### src/rtl/d_mem_ctrl_pkg.sv
// Shared data-memory types: LSQ op encoding, controller FSM state and latched request.
`ifndef D_MEMORY_ADDR_WIDTH
`define D_MEMORY_ADDR_WIDTH 10
`endif
`ifndef REG_VAL_WIDTH
`define REG_VAL_WIDTH 32
`endif

package d_mem_ctrl_pkg;

  localparam int unsigned AddrW = `D_MEMORY_ADDR_WIDTH;
  localparam int unsigned DataW = `REG_VAL_WIDTH;

  typedef enum logic [1:0] {
    no_mem_op = 2'd0,
    mem_read  = 2'd1,
    mem_write = 2'd2
  } memory_op_t;

  typedef enum logic [1:0] {
    IDLE  = 2'd0,
    ISSUE = 2'd1,
    WAIT  = 2'd2,
    RESP  = 2'd3
  } d_mem_ctrl_state_t;

  typedef struct packed {
    memory_op_t       op;
    logic [AddrW-1:0] addr;
    logic [DataW-1:0] data;
  } mem_req_t;

endpackage

### src/rtl/d_mem_ctrl_if.sv
// LSQ request/response and data-RAM signals of the data-memory controller.
`ifndef D_MEMORY_ADDR_WIDTH
`define D_MEMORY_ADDR_WIDTH 10
`endif
`ifndef REG_VAL_WIDTH
`define REG_VAL_WIDTH 32
`endif

interface d_mem_ctrl_if;
  import d_mem_ctrl_pkg::*;

  logic                           lsq_req_valid;
  memory_op_t                     lsq_req_op;
  logic [`D_MEMORY_ADDR_WIDTH-1:0] lsq_req_address;
  logic [`REG_VAL_WIDTH-1:0]       lsq_req_data;
  logic                           mem_ctrl_ready;
  logic                           mem_ctrl_done;
  logic [`REG_VAL_WIDTH-1:0]       mem_ctrl_data;
  logic                           dmem_en;
  logic                           dmem_we;
  logic [`D_MEMORY_ADDR_WIDTH-1:0] dmem_addr;
  logic [`REG_VAL_WIDTH-1:0]       dmem_wdata;
  logic [`REG_VAL_WIDTH-1:0]       dmem_rdata;

  // LSQ side
  modport master (
    output lsq_req_valid, lsq_req_op, lsq_req_address, lsq_req_data,
    input  mem_ctrl_ready, mem_ctrl_done, mem_ctrl_data
  );

  // Controller side
  modport slave (
    input  lsq_req_valid, lsq_req_op, lsq_req_address, lsq_req_data, dmem_rdata,
    output mem_ctrl_ready, mem_ctrl_done, mem_ctrl_data,
    output dmem_en, dmem_we, dmem_addr, dmem_wdata
  );

  // Data RAM side
  modport ram (
    input  dmem_en, dmem_we, dmem_addr, dmem_wdata,
    output dmem_rdata
  );

endinterface

### src/rtl/d_mem_ctrl.sv
// Data-memory controller: one in-order LSQ load/store at a time over a fixed-latency RAM.
`ifndef D_MEMORY_ADDR_WIDTH
`define D_MEMORY_ADDR_WIDTH 10
`endif
`ifndef REG_VAL_WIDTH
`define REG_VAL_WIDTH 32
`endif

module d_mem_ctrl import d_mem_ctrl_pkg::*; #(
  parameter int unsigned MEM_LATENCY = 2,
  localparam int unsigned CNT_W = $clog2(MEM_LATENCY + 1)
) (
  input logic         clk,
  input logic         reset,
  d_mem_ctrl_if.slave bus
);

  d_mem_ctrl_state_t  state_q, state_d;
  mem_req_t           req_q, req_d;
  logic [CNT_W-1:0]   cnt_q, cnt_d;
  logic [DataW-1:0]   rdata_q, rdata_d;

  // State and datapath registers, synchronous active-low reset
  always_ff @(posedge clk) begin
    if (!reset) begin
      state_q <= IDLE;
      req_q   <= '0;
      cnt_q   <= '0;
      rdata_q <= '0;
    end else begin
      state_q <= state_d;
      req_q   <= req_d;
      cnt_q   <= cnt_d;
      rdata_q <= rdata_d;
    end
  end

  // Next-state: accept in IDLE, one ISSUE cycle, MEM_LATENCY WAIT cycles, one RESP cycle
  always_comb begin
    state_d = state_q;
    req_d   = req_q;
    cnt_d   = cnt_q;
    rdata_d = rdata_q;
    unique case (state_q)
      IDLE: begin
        if (bus.lsq_req_valid && (bus.lsq_req_op != no_mem_op)) begin
          req_d.op   = bus.lsq_req_op;
          req_d.addr = bus.lsq_req_address;
          req_d.data = bus.lsq_req_data;
          state_d    = ISSUE;
        end
      end
      ISSUE: begin
        cnt_d   = CNT_W'(MEM_LATENCY - 1);
        state_d = WAIT;
      end
      WAIT: begin
        if (cnt_q == '0) begin
          if (req_q.op == mem_read) begin
            rdata_d = bus.dmem_rdata;
          end
          state_d = RESP;
        end else begin
          cnt_d = cnt_q - CNT_W'(1);
        end
      end
      RESP: begin
        state_d = IDLE;
      end
      default: begin
        state_d = IDLE;
      end
    endcase
  end

  // Outputs decoded from registers only; RAM bus and response data are zero outside their cycle
  always_comb begin
    bus.mem_ctrl_ready = (state_q == IDLE);
    bus.mem_ctrl_done  = 1'b0;
    bus.mem_ctrl_data  = '0;
    bus.dmem_en        = 1'b0;
    bus.dmem_we        = 1'b0;
    bus.dmem_addr      = '0;
    bus.dmem_wdata     = '0;
    unique case (state_q)
      ISSUE: begin
        bus.dmem_en    = 1'b1;
        bus.dmem_we    = (req_q.op == mem_write);
        bus.dmem_addr  = req_q.addr;
        bus.dmem_wdata = req_q.data;
      end
      RESP: begin
        bus.mem_ctrl_done = 1'b1;
        if (req_q.op == mem_read) begin
          bus.mem_ctrl_data = rdata_q;
        end
      end
      default: begin
      end
    endcase
  end

endmodule

### src/flat_wrapper.sv
// flat-port wrapper written by rule: the top's interface ports become plain ports
module d_mem_ctrl_flat import d_mem_ctrl_pkg::*;
#(
  parameter int unsigned MEM_LATENCY = 2,
  localparam int unsigned CNT_W = $clog2(MEM_LATENCY + 1)
)
  (clk, reset, bus_lsq_req_valid, bus_lsq_req_op, bus_lsq_req_address, bus_lsq_req_data, bus_dmem_rdata, bus_mem_ctrl_ready, bus_mem_ctrl_done, bus_mem_ctrl_data, bus_dmem_en, bus_dmem_we, bus_dmem_addr, bus_dmem_wdata);
  d_mem_ctrl_if bus_i ();
  input logic clk;
  input logic reset;
  input wire logic [$bits(bus_i.lsq_req_valid)-1:0] bus_lsq_req_valid;
  input wire logic [$bits(bus_i.lsq_req_op)-1:0] bus_lsq_req_op;
  input wire logic [$bits(bus_i.lsq_req_address)-1:0] bus_lsq_req_address;
  input wire logic [$bits(bus_i.lsq_req_data)-1:0] bus_lsq_req_data;
  input wire logic [$bits(bus_i.dmem_rdata)-1:0] bus_dmem_rdata;
  output wire logic [$bits(bus_i.mem_ctrl_ready)-1:0] bus_mem_ctrl_ready;
  output wire logic [$bits(bus_i.mem_ctrl_done)-1:0] bus_mem_ctrl_done;
  output wire logic [$bits(bus_i.mem_ctrl_data)-1:0] bus_mem_ctrl_data;
  output wire logic [$bits(bus_i.dmem_en)-1:0] bus_dmem_en;
  output wire logic [$bits(bus_i.dmem_we)-1:0] bus_dmem_we;
  output wire logic [$bits(bus_i.dmem_addr)-1:0] bus_dmem_addr;
  output wire logic [$bits(bus_i.dmem_wdata)-1:0] bus_dmem_wdata;
  assign bus_i.lsq_req_valid = bus_lsq_req_valid;
  assign bus_i.lsq_req_op = bus_lsq_req_op;
  assign bus_i.lsq_req_address = bus_lsq_req_address;
  assign bus_i.lsq_req_data = bus_lsq_req_data;
  assign bus_i.dmem_rdata = bus_dmem_rdata;
  assign bus_mem_ctrl_ready = bus_i.mem_ctrl_ready;
  assign bus_mem_ctrl_done = bus_i.mem_ctrl_done;
  assign bus_mem_ctrl_data = bus_i.mem_ctrl_data;
  assign bus_dmem_en = bus_i.dmem_en;
  assign bus_dmem_we = bus_i.dmem_we;
  assign bus_dmem_addr = bus_i.dmem_addr;
  assign bus_dmem_wdata = bus_i.dmem_wdata;
  d_mem_ctrl #(.MEM_LATENCY(MEM_LATENCY)) u_core (.clk(clk), .reset(reset), .bus(bus_i));
endmodule
### config.mk
export PLATFORM = sky130hd
export DESIGN_NAME = d_mem_ctrl_flat
export DESIGN_NICKNAME = d
export VERILOG_FILES = /design/src/rtl/d_mem_ctrl_pkg.sv /design/src/rtl/d_mem_ctrl_if.sv /design/src/rtl/d_mem_ctrl.sv /design/src/flat_wrapper.sv
export SDC_FILE = /design/constraint.sdc
export NUM_CORES = 1
export LEC_CHECK = 0
export CAP_MARGIN = 20
export CORE_MARGIN = 5
export CORE_UTILIZATION = 46
export CTS_BUF_LIST = sky130_fd_sc_hd__clkbuf_8 sky130_fd_sc_hd__clkbuf_16
export DETAILED_ROUTE_END_ITERATION = 8
export PLACE_DENSITY = 0.92
export SYNTH_ARGS = -nofsm -noshare
export SYNTH_HDL_FRONTEND = slang
export SYNTH_SLANG_ARGS = --single-unit
### constraint.sdc
create_clock -name clk -period 3.9 [get_ports clk]
set_clock_uncertainty 0.05 [all_clocks]
set_input_delay 0.585 -clock clk [delete_from_list [all_inputs] [get_ports clk]]
set_output_delay 0.585 -clock clk [all_outputs]
set_load 0.005 [all_outputs]
[Word level (Yosys, flattened, before mapping)]
Index checks and enable logic that the tools add are counted.
Word-level totals
  register bits after elaboration: 80
  word-level logic and storage cells: 36
Operators by class
  add/sub/neg operators: 1
  equal/unequal tests: 8
  mux-type cells: 12
  reductions and logical operators: 9
Operator list (count)
  $mux W32: 3
  $mux W10: 1
  $pmux W2 S4: 1
  $eq A2 B2 Y1 const B: 3
  $mux W2: 3
  $reduce_and A2 Y1: 3
  $eq A2 B1 Y1 const B: 2
  $logic_not A2 Y1: 2
  $ne A2 B1 Y1 const B: 2
  $pmux W2 S2: 1
  $reduce_bool A2 Y1: 2
  $mux W1: 3
  $reduce_and A3 Y1: 1
  $ne A2 B2 Y1 const B: 1
  $sub A2 B1 Y2 const B: 1
  $logic_and A1 B1 Y1: 1

[Depth between registers and ports, before layout]
  word-level depth: 4
  mapped depth: 7
  gate-level depth less buffers: 5

[Worst setup path before layout]
Ideal clock, no wire load.
  kind: register to output
  from: register u_core.state_q[0]
  to: output bus_mem_ctrl_data[10]
  arrival: 1.099 ns
  data required time: 3.265 ns
  slack: 2.166 ns
  stages on the path, launching flop included: 5
  cell sequence: dfxtp_1 > ha_1 > and3b_1 > clkbuf_1 > and2_1
Between the ends
  cells in the longest elaborated chain, start to end: 2
RTL lines
  start, declared: line d_mem_ctrl.sv:18  | d_mem_ctrl_state_t state_q, state_d;
  start signal, assigned: line d_mem_ctrl.sv:31  | state_q <= state_d;
  $eq A2 B2 Y1: line d_mem_ctrl.sv:85  | unique case (state_q)
  $mux W32: line d_mem_ctrl.sv:85
  end, declared: line flat_wrapper.sv:18  | output wire logic [$bits(bus_i.mem_ctrl_data)-1:0] bus_mem_ctrl_data;
Every way passes these cells.

[Worst setup path after layout]
  from: register u_core.state_q[0]
  to: output bus_mem_ctrl_data[11]
Same word-level chain as after synthesis.

==> metrics.txt <==
Post-DRT Antenna Nets 0; syn_area_per_cell 8.19 um^2; Reg2Reg Setup Slack 1.89 ns; number of flops mapped to enable cells by yosys 0; Top FF cell, synth dfxtp_1; worst hold path class flip-flop to flip-flop; clock-pin slew on the worst setup and hold paths 0.07 ns; # nets final 668; Port Buffers 156; Starting Density 0.473; TritonCTS clock tree yes; share of layout cells above drive strength 1 0.0731; Gate power share 0.271; Final min period 2.95 ns; final setup vio count 0; cell-internal power 1500 uW; I/O pin cnt 157; Worst-Skew Late Latency 0.33 ns; Critical Path Source Type flip-flop; Core Rows 32; Slowest-stage cell, CP and3b_1; CTS resizes 0; vias per cell 4.91; Ys Warns 0; status finished clean; setup tns final 0 ns; Synth Net Count 532; Max-cap violations 0; Routed wire per std cell 13.6 um; NetSw 638 uW; core area 0.00777 mm^2; clk sinks 80; total gr overflow 0; leak pwr 0.00199 uW; Synth async-reset ratio 0; Hold Buf Count CTS 0; CP Max Fanout 32; die width 99.3 um; area delta synth->final 47.1%; Seq pwr share 0.457; Seq cells post-synth 80; Cells after Synth 448; Netlist cell types 29; Switching Fraction 0.298; period utilization 0.755; DRC 0; root buffer cell clkbuf_8; first-pass GRT wire length 15300 um; global-route usage over all layers 0.189; post-CTS setup buffer count 0; DR pass1 iterations 4; chip height 99.3 um; register area share after synthesis 0.436; via count 3391; number of buffers created by CTS 9; WP data required 3.26 ns; DP Wirelength 6870 um; routability cong. 0.819; Cell Chain, Critical Path ha_1 -> and3b_1 -> and2_1 -> clkdlybuf4s50_1; final wirelength 9370 um; H-tree Lvls 3; WS Path Type flip-flop to output pin; Fin. Hold Viols 0; Max Freq 339 MHz; Max Buffers Root-to-Sink 2; Clock power frac 0.272; Worst-Margin Slew 0.872 ns; ANT cells 0; Slew HR 0.418; final cell count without fillers 690; largest net degree at the start of global routing 89; DR iter-0 viols 86; CP Capture Type output pin; Worst VDD drop 0.000223 V; die area 0.00987 mm^2; initial antenna violation count 0; Placed Cells 674; vias in the first global route 3337; Syn Std Cell Area 0.00367 mm^2; PwrDens 396 mW/mm^2; CP arrival 2.31 ns; Pins Over Slew Limit 0; Slowest Stage Delay on Critical Path 0.65 ns; unrepaired setup endpoints after global routing no
critical path, delay by kind of cell (launching register included):
family | cells | cell delay [ns]
adder cells (fa/ha/maj) | 1 | 0.18
buffers and inverters | 1 | 0.51
flip-flops | 1 | 0.40
AND/OR/NAND/NOR | 2 | 0.89
cell families after synthesis:
kind of cell / after synthesis / share of synthesized area
multiplexers: 1 / 0.00273
AND/OR/NAND/NOR: 238 / 0.331
buffers and inverters: 41 / 0.0607
flip-flops: 80 / 0.436
adder cells (fa/ha/maj): 5 / 0.0170
AO/OA/AOI/OAI: 83 / 0.153
registers in the layout, indices dropped and copies added (netlist names):
| register | count |
|---|---|
| u_core.cnt_q | 2 |
| u_core.state_q | 2 |
| u_core.req_q | 44 |
| u_core.rdata_q | 32 |
cell usage after synthesis, types with 2 or more instances:
master | instances | area, um^2
o21ai_1 | 6 | 30.0
o21ai_2 | 10 | 87.6
buf_4 | 2 | 15.0
nand3_1 | 34 | 170
a21boi_1 | 30 | 225
dfxtp_1 | 80 | 1600
ha_1 | 5 | 62.6
and2_1 | 75 | 469
o21ai_0 | 30 | 150
nand2_1 | 110 | 413
inv_1 | 4 | 15.0
and3b_1 | 2 | 17.5
nand3_2 | 10 | 100
clkbuf_1 | 16 | 60.1
buf_6 | 6 | 67.6
nor2_1 | 2 | 7.51
a21boi_0 | 3 | 22.5
buf_2 | 11 | 55.1
clkbuf_2 | 2 | 10.0
metal layers:
metal / part of all wire / track usage / vias up / routed length (um)
li1: - / - / 1728 / -
met1: 0.42 / 0.218 / 1520 / 3950
met2: 0.45 / 0.305 / 135 / 4260
met3: 0.11 / 0.0891 / 8 / 1060
met4: 0.012 / 0.0714 / 0 / 108
met5: 0 / 0 / - / 0
power groups by stage:
stage / registers (uW) / clock network, uW / logic [uW]
floorplan: 979 / 0 / 362
global placement: 987 / 0 / 564
detailed placement: 997 / 0 / 581
CTS: 979 / 600 / 585
global route: 994 / 634 / 645
finish: 978 / 583 / 580
path summary, 6_finish.rpt:
check | endpoint | startpoint | cells past startpoint
min | u_core.rdata_q[20] | u_core.rdata_q[20] | 2
max reg2reg | u_core.req_q[8] | u_core.state_q[0] | 5
max | bus_mem_ctrl_data[11] | u_core.state_q[0] | 4
min reg2reg | u_core.rdata_q[20] | u_core.rdata_q[20] | 2
cell type report:
cell class / instances / area [um^2]
fill: 622 / 2370
multi-input combinational: 327 / 1850
timing repair buffer: 162 / 1620
sequential: 80 / 1600
clock buffer: 10 / 138
tap: 102 / 128
clock inverter: 5 / 48.8
inverter: 4 / 15.0
metrics by stage:
stage / area [um^2] / worst slack (ns) / hold WS (ns) / utilization / power, uW
final: 5400 / 0.954 / 0.400 / 0.695 / 2140
after floorplan: 3670 / 2.17 / 0.380 / - / 1340
after detailed placement: 5190 / 1.30 / 0.391 / 0.668 / 1580
after global placement: 5190 / 1.42 / 0.388 / 0.668 / 1550
after CTS: 5370 / 0.917 / 0.402 / 0.692 / 2160
after global routing: 5400 / 0.791 / 0.418 / 0.695 / 2270
cell usage in the layout (no fill, tap or decap), drive strengths merged, types with 5 or more instances in the layout:
master / count
nand3: 44
a21boi: 33
clkdlybuf4s50: 155
inv: 5
dfxtp: 80
ha: 5
buf: 7
o21ai: 46
and2: 75
nand2: 110
clkbuf: 10
Power figures use the tool's default switching activity.
==> variant 1: new RTL, same flow settings <==
`MEM_LATENCY` is set to 2 in 2 places; all go to 4.
--- a/src/rtl/d_mem_ctrl.sv
+++ b/src/rtl/d_mem_ctrl.sv
@@ -7,7 +7,7 @@
 `endif
 
 module d_mem_ctrl import d_mem_ctrl_pkg::*; #(
-  parameter int unsigned MEM_LATENCY = 2,
+  parameter int unsigned MEM_LATENCY = 4,
   localparam int unsigned CNT_W = $clog2(MEM_LATENCY + 1)
 ) (
   input logic         clk,
--- a/src/flat_wrapper.sv
+++ b/src/flat_wrapper.sv
@@ -1,7 +1,7 @@
 // flat-port wrapper written by rule: the top's interface ports become plain ports
 module d_mem_ctrl_flat import d_mem_ctrl_pkg::*;
 #(
-  parameter int unsigned MEM_LATENCY = 2,
+  parameter int unsigned MEM_LATENCY = 4,
   localparam int unsigned CNT_W = $clog2(MEM_LATENCY + 1)
 )
   (clk, reset, bus_lsq_req_valid, bus_lsq_req_op, bus_lsq_req_address, bus_lsq_req_data, bus_dmem_rdata, bus_mem_ctrl_ready, bus_mem_ctrl_done, bus_mem_ctrl_data, bus_dmem_en, bus_dmem_we, bus_dmem_addr, bus_dmem_wdata);
Behaviour: not the same (a bounded check fails within 10 cycles, from zero or initial values and one cycle with reset low).
==> variant 1 against the unedited design <==
- sequential cell count increased by 1
- sequential power increased by 2%
- cell area increased by 1.4%
- wire length increased by 2.9%
- fmax decreased by 3.1%
- worst setup slack got worse by 94 ps
- via count increased by 2.2%
- area after synthesis increased by 1.5%
- power increased by 7.5%
- critical path type unchanged
- largest power group unchanged
==> variant 1: results (changes against the unedited design) <==
post-DR wirelength/cell 13.9 um (was 13.6 um); count of cell types in the netlist 30 (was 29); clk cell area share 0.0393 (was 0.0345); HP Start u_core.rdata_q[29] (was u_core.rdata_q[20]); Signal inverters 5 (was 4); biggest regs u_core.req_q (44), u_core.rdata_q (32), u_core.cnt_q (3) (was u_core.req_q (44), u_core.rdata_q (32)); adder-cell area share of the yosys netlist 0.0202 (was 0.0170); Syn Nets 539 (was 532); largest net degree at the start of global routing 127 (was 89); DR WL met2 4.52 mm (was 4.26 mm); via-per-instance ratio 4.98 (was 4.91); buffering overhead 0.295 (was 0.301); Mapped Avg Cell Area 8.20 um2 (was 8.19 um2); Seq/Total Area, Yosys 0.435 (was 0.436); Max VDD drop 0.000257 V (was 0.000223 V); Worst R2R Path Depth 7 (was 5); hold path endpoint u_core.rdata_q[29] (was u_core.rdata_q[20]); vias in the first global route 3354 (was 3337); slowest stage delay, CP 730 ps (was 650 ps); FF+latch count, synth 81 (was 80); Area contributors post-synth dfxtp_1 44%, and2_1 13%, nand2_1 11% (unchanged); # placed instances 679 (was 674); Sw Share 0.304 (was 0.298); fin cells 696 (was 690); most common library cells after synthesis 111 x nand2_1, 81 x dfxtp_1, 75 x and2_1 (was 110 x nand2_1, 80 x dfxtp_1, 75 x and2_1); routed wl met3 963 um (was 1.06 mm); Multi-input comb cells 331 (was 327); Final Wtd Congestion 0.813 (was 0.819); met1 usage 0.224 (was 0.218); outcome complete, no violations (unchanged); share of cells above drive strength 1 0.0724 (was 0.0731); first-pass GRT wire length 15.5 mm (was 15.3 mm); routing usage on met2 0.314 (was 0.305); WL met1 4.02 mm (was 3.95 mm)
-- variant 1: changes by cell type after synthesis, sizes merged --
cell	change
inv	+1
and3	+1
ha	+1
nor2b	-1
dfxtp	+1
and2b	+1
o21ai	+1
nand2	+1
-- variant 1: worst max path at each step --
stage	startpoint	end	slack [ps]	depth (start not counted)
finish	u_core.state_q[0]	bus_mem_ctrl_data[29]	860	4
global route	u_core.state_q[1]	bus_mem_ctrl_data[29]	690	4
CTS	u_core.state_q[0]	bus_mem_ctrl_data[5]	850	4
detailed placement	u_core.state_q[0]	bus_mem_ctrl_data[5]	1220	4
global placement	u_core.state_q[0]	bus_mem_ctrl_data[29]	1240	4
floorplan	u_core.state_q[0]	bus_mem_ctrl_data[10]	2170	4
-- variant 1: power groups by stage --
stage	sequential, mW	clock [mW]	combinational (mW)
detailed placement	1.01	0	0.670
finish	0.997	0.640	0.664
global route	1.01	0.695	0.744
floorplan	0.995	0	0.421
CTS	0.997	0.661	0.671
global placement	1.01	0	0.640
==> variant 2: new RTL, same settings <==
Made on the original files. The 4 states of `d_mem_ctrl_state_t` get a one-hot encoding in 4 bits.
--- a/src/rtl/d_mem_ctrl_pkg.sv
+++ b/src/rtl/d_mem_ctrl_pkg.sv
@@ -17,11 +17,11 @@
     mem_write = 2'd2
   } memory_op_t;
 
-  typedef enum logic [1:0] {
-    IDLE  = 2'd0,
-    ISSUE = 2'd1,
-    WAIT  = 2'd2,
-    RESP  = 2'd3
+  typedef enum logic [3:0] {
+    IDLE  = 4'b0001,
+    ISSUE = 4'b0010,
+    WAIT  = 4'b0100,
+    RESP  = 4'b1000
   } d_mem_ctrl_state_t;
 
   typedef struct packed {
Behaviour: no difference found for any inputs over 10 cycles, from zero or initial values and one cycle with reset low; not proved beyond that.
==> variant 2 against the unedited design <==
- area after synthesis up 4.3%
- critical path type unchanged
- critical path depth is the same
- worst setup slack got worse by 310 ps
- count of clock-buffer cells in the layout rose by 1
- cell count grew 0.29%
- sequential cell count up 2
- wire length up 5.0%
- cell area grew 3.7%
Power is not compared: it rests on default switching activity, and its combinational part moved more than twofold at a synthesized area within 25%.
==> variant 2: results (changes against the unedited design) <==
# placed instances 677 (was 674); Hold Crit Class reg2reg (unchanged); Post-DP HPWL 7.24 mm (was 6.87 mm); Routed WL 9.85 mm (was 9.37 mm); Num CTS Buffers 9 (unchanged); Syn Nets 527 (was 532); count of cell types in the netlist 28 (was 29); Slew HR 0.334 (was 0.418); Synth Instances 447 (was 448); CP arrival 2620 ps (was 2310 ps); Final nets 663 (was 668); GRT Resource Usage Total 0.192 (was 0.189); biggest regs u_core.req_q (44), u_core.rdata_q (32), u_core.state_q (4) (was u_core.req_q (44), u_core.rdata_q (32)); post-cts resize count 0 (unchanged); first-pass GRT wire length 16.0 mm (was 15.3 mm); largest net degree at the start of global routing 91 (was 89); filler instances 624 (was 622); drt drc 0 (unchanged); via count 3381 (was 3391); outcome complete, no violations (unchanged); share of cells above drive strength 1 0.0409 (was 0.0731); vias in the first global route 3478 (was 3337); met1 usage 0.220 (was 0.218); clock insertion delay at the later pin of the skew report approximately 340 ps; Warnings, synthesis 0 (unchanged); grt met3 use 0.0517 (was 0.0891); Seq/Total Area, Yosys 0.429 (was 0.436); critical path's slowest cell and3b_1 (unchanged); most common library cells after synthesis 152 x nand2_1, 82 x dfxtp_1, 76 x mux2i_1 (was 110 x nand2_1, 80 x dfxtp_1, 75 x and2_1); Clock Path Buffers 2 (unchanged); via-per-instance ratio 4.89 (was 4.91); Max VDD drop roughly 0.00022 V; post-CTS setup buffer count 0 (unchanged); slowest stage delay, CP 750 ps (was 650 ps); Area contributors post-synth dfxtp_1 43%, mux2i_1 20%, nand2_1 15% (was dfxtp_1 44%, and2_1 13%, nand2_1 11%); routing usage on met2 0.346 (was 0.305); DR iter-0 viols 111 (was 86); Final Wtd Congestion 0.805 (was 0.819)
variant 2: cell count changes in the layout (fill, tap and decap cells not counted), sizes merged, moves of 2 or more:
cell / delta
a211oi: +3
a21boi: -33
buf: -3
clkinv: -2
dfxtp: +2
ha: -4
inv: +2
mux2i: +75
nand2: +42
nand3: -44
nor4b: +3
o21ai: -45
variant 2: power by group:
part           leakage (nW)  internal (mW)  total (mW)  switching [mW]
clock                 0.116          0.393       0.686           0.293
combinational          1.36          0.119       0.207          0.0877
sequential            0.667          0.870       0.887          0.0169
total                  2.14           1.38        1.78           0.397
variant 2: cell type report:
cell class	count	area, um2	area share
Tap cell	105	131	0.0234
Sequential cell	82	1640	0.293
Inverter	6	22.5	0.00402
Timing Repair Buffer	159	1580	0.282
Multi-Input combinational cell	325	2000	0.357
Clock buffer	11	151	0.0270
Clock inverter	4	73.8	0.0132
variant 2: cells by family (layout without fill, tap and decap cells):
kind of cell | Yosys count | in the layout | synth area share
buffers and inverters | 40 | 180 | 0.0507
XOR/XNOR | 1 | 1 | 0.00229
AO/OA/AOI/OAI | 7 | 7 | 0.0124
adder cells (fa/ha/maj) | 1 | 1 | 0.00327
flip-flops | 82 | 82 | 0.429
AND/OR/NAND/NOR | 240 | 240 | 0.304
multiplexers | 76 | 76 | 0.199
variant 2: stage by stage:
step / area [um2] / hold slack, ps / worst slack [ps]
floorplan: 3830 / 380 / 1910
global placement: 5380 / 387 / 1140
detailed placement: 5380 / 392 / 1010
CTS: 5600 / 407 / 637
global route: 5600 / 425 / 416
finish: 5600 / 406 / 640
variant 2: final timing paths:
path | startpoint | to | slack (ps) | cells after the start
hold / removal | u_core.req_q[24] | u_core.req_q[24] | 410 | 2
hold reg to reg | u_core.req_q[24] | u_core.req_q[24] | 410 | 2
setup reg to reg | u_core.state_q[2] | u_core.rdata_q[19] | 1560 | 3
setup / recovery | u_core.state_q[0] | bus_mem_ctrl_data[26] | 640 | 4
variant 2: worst register-to-register path: stages (launching register included):
cell,delay [ps]
dfxtp_1,450
nor4b_2,470
and4b_2,990
mux2i_1,300
variant 2: metal layers:
layer | vias up | share of wire
met1 | 1562 | 0.41
li1 | 1693 | -
met5 | - | 0
met3 | 15 | 0.075
met2 | 111 | 0.50
met4 | 0 | 0.018
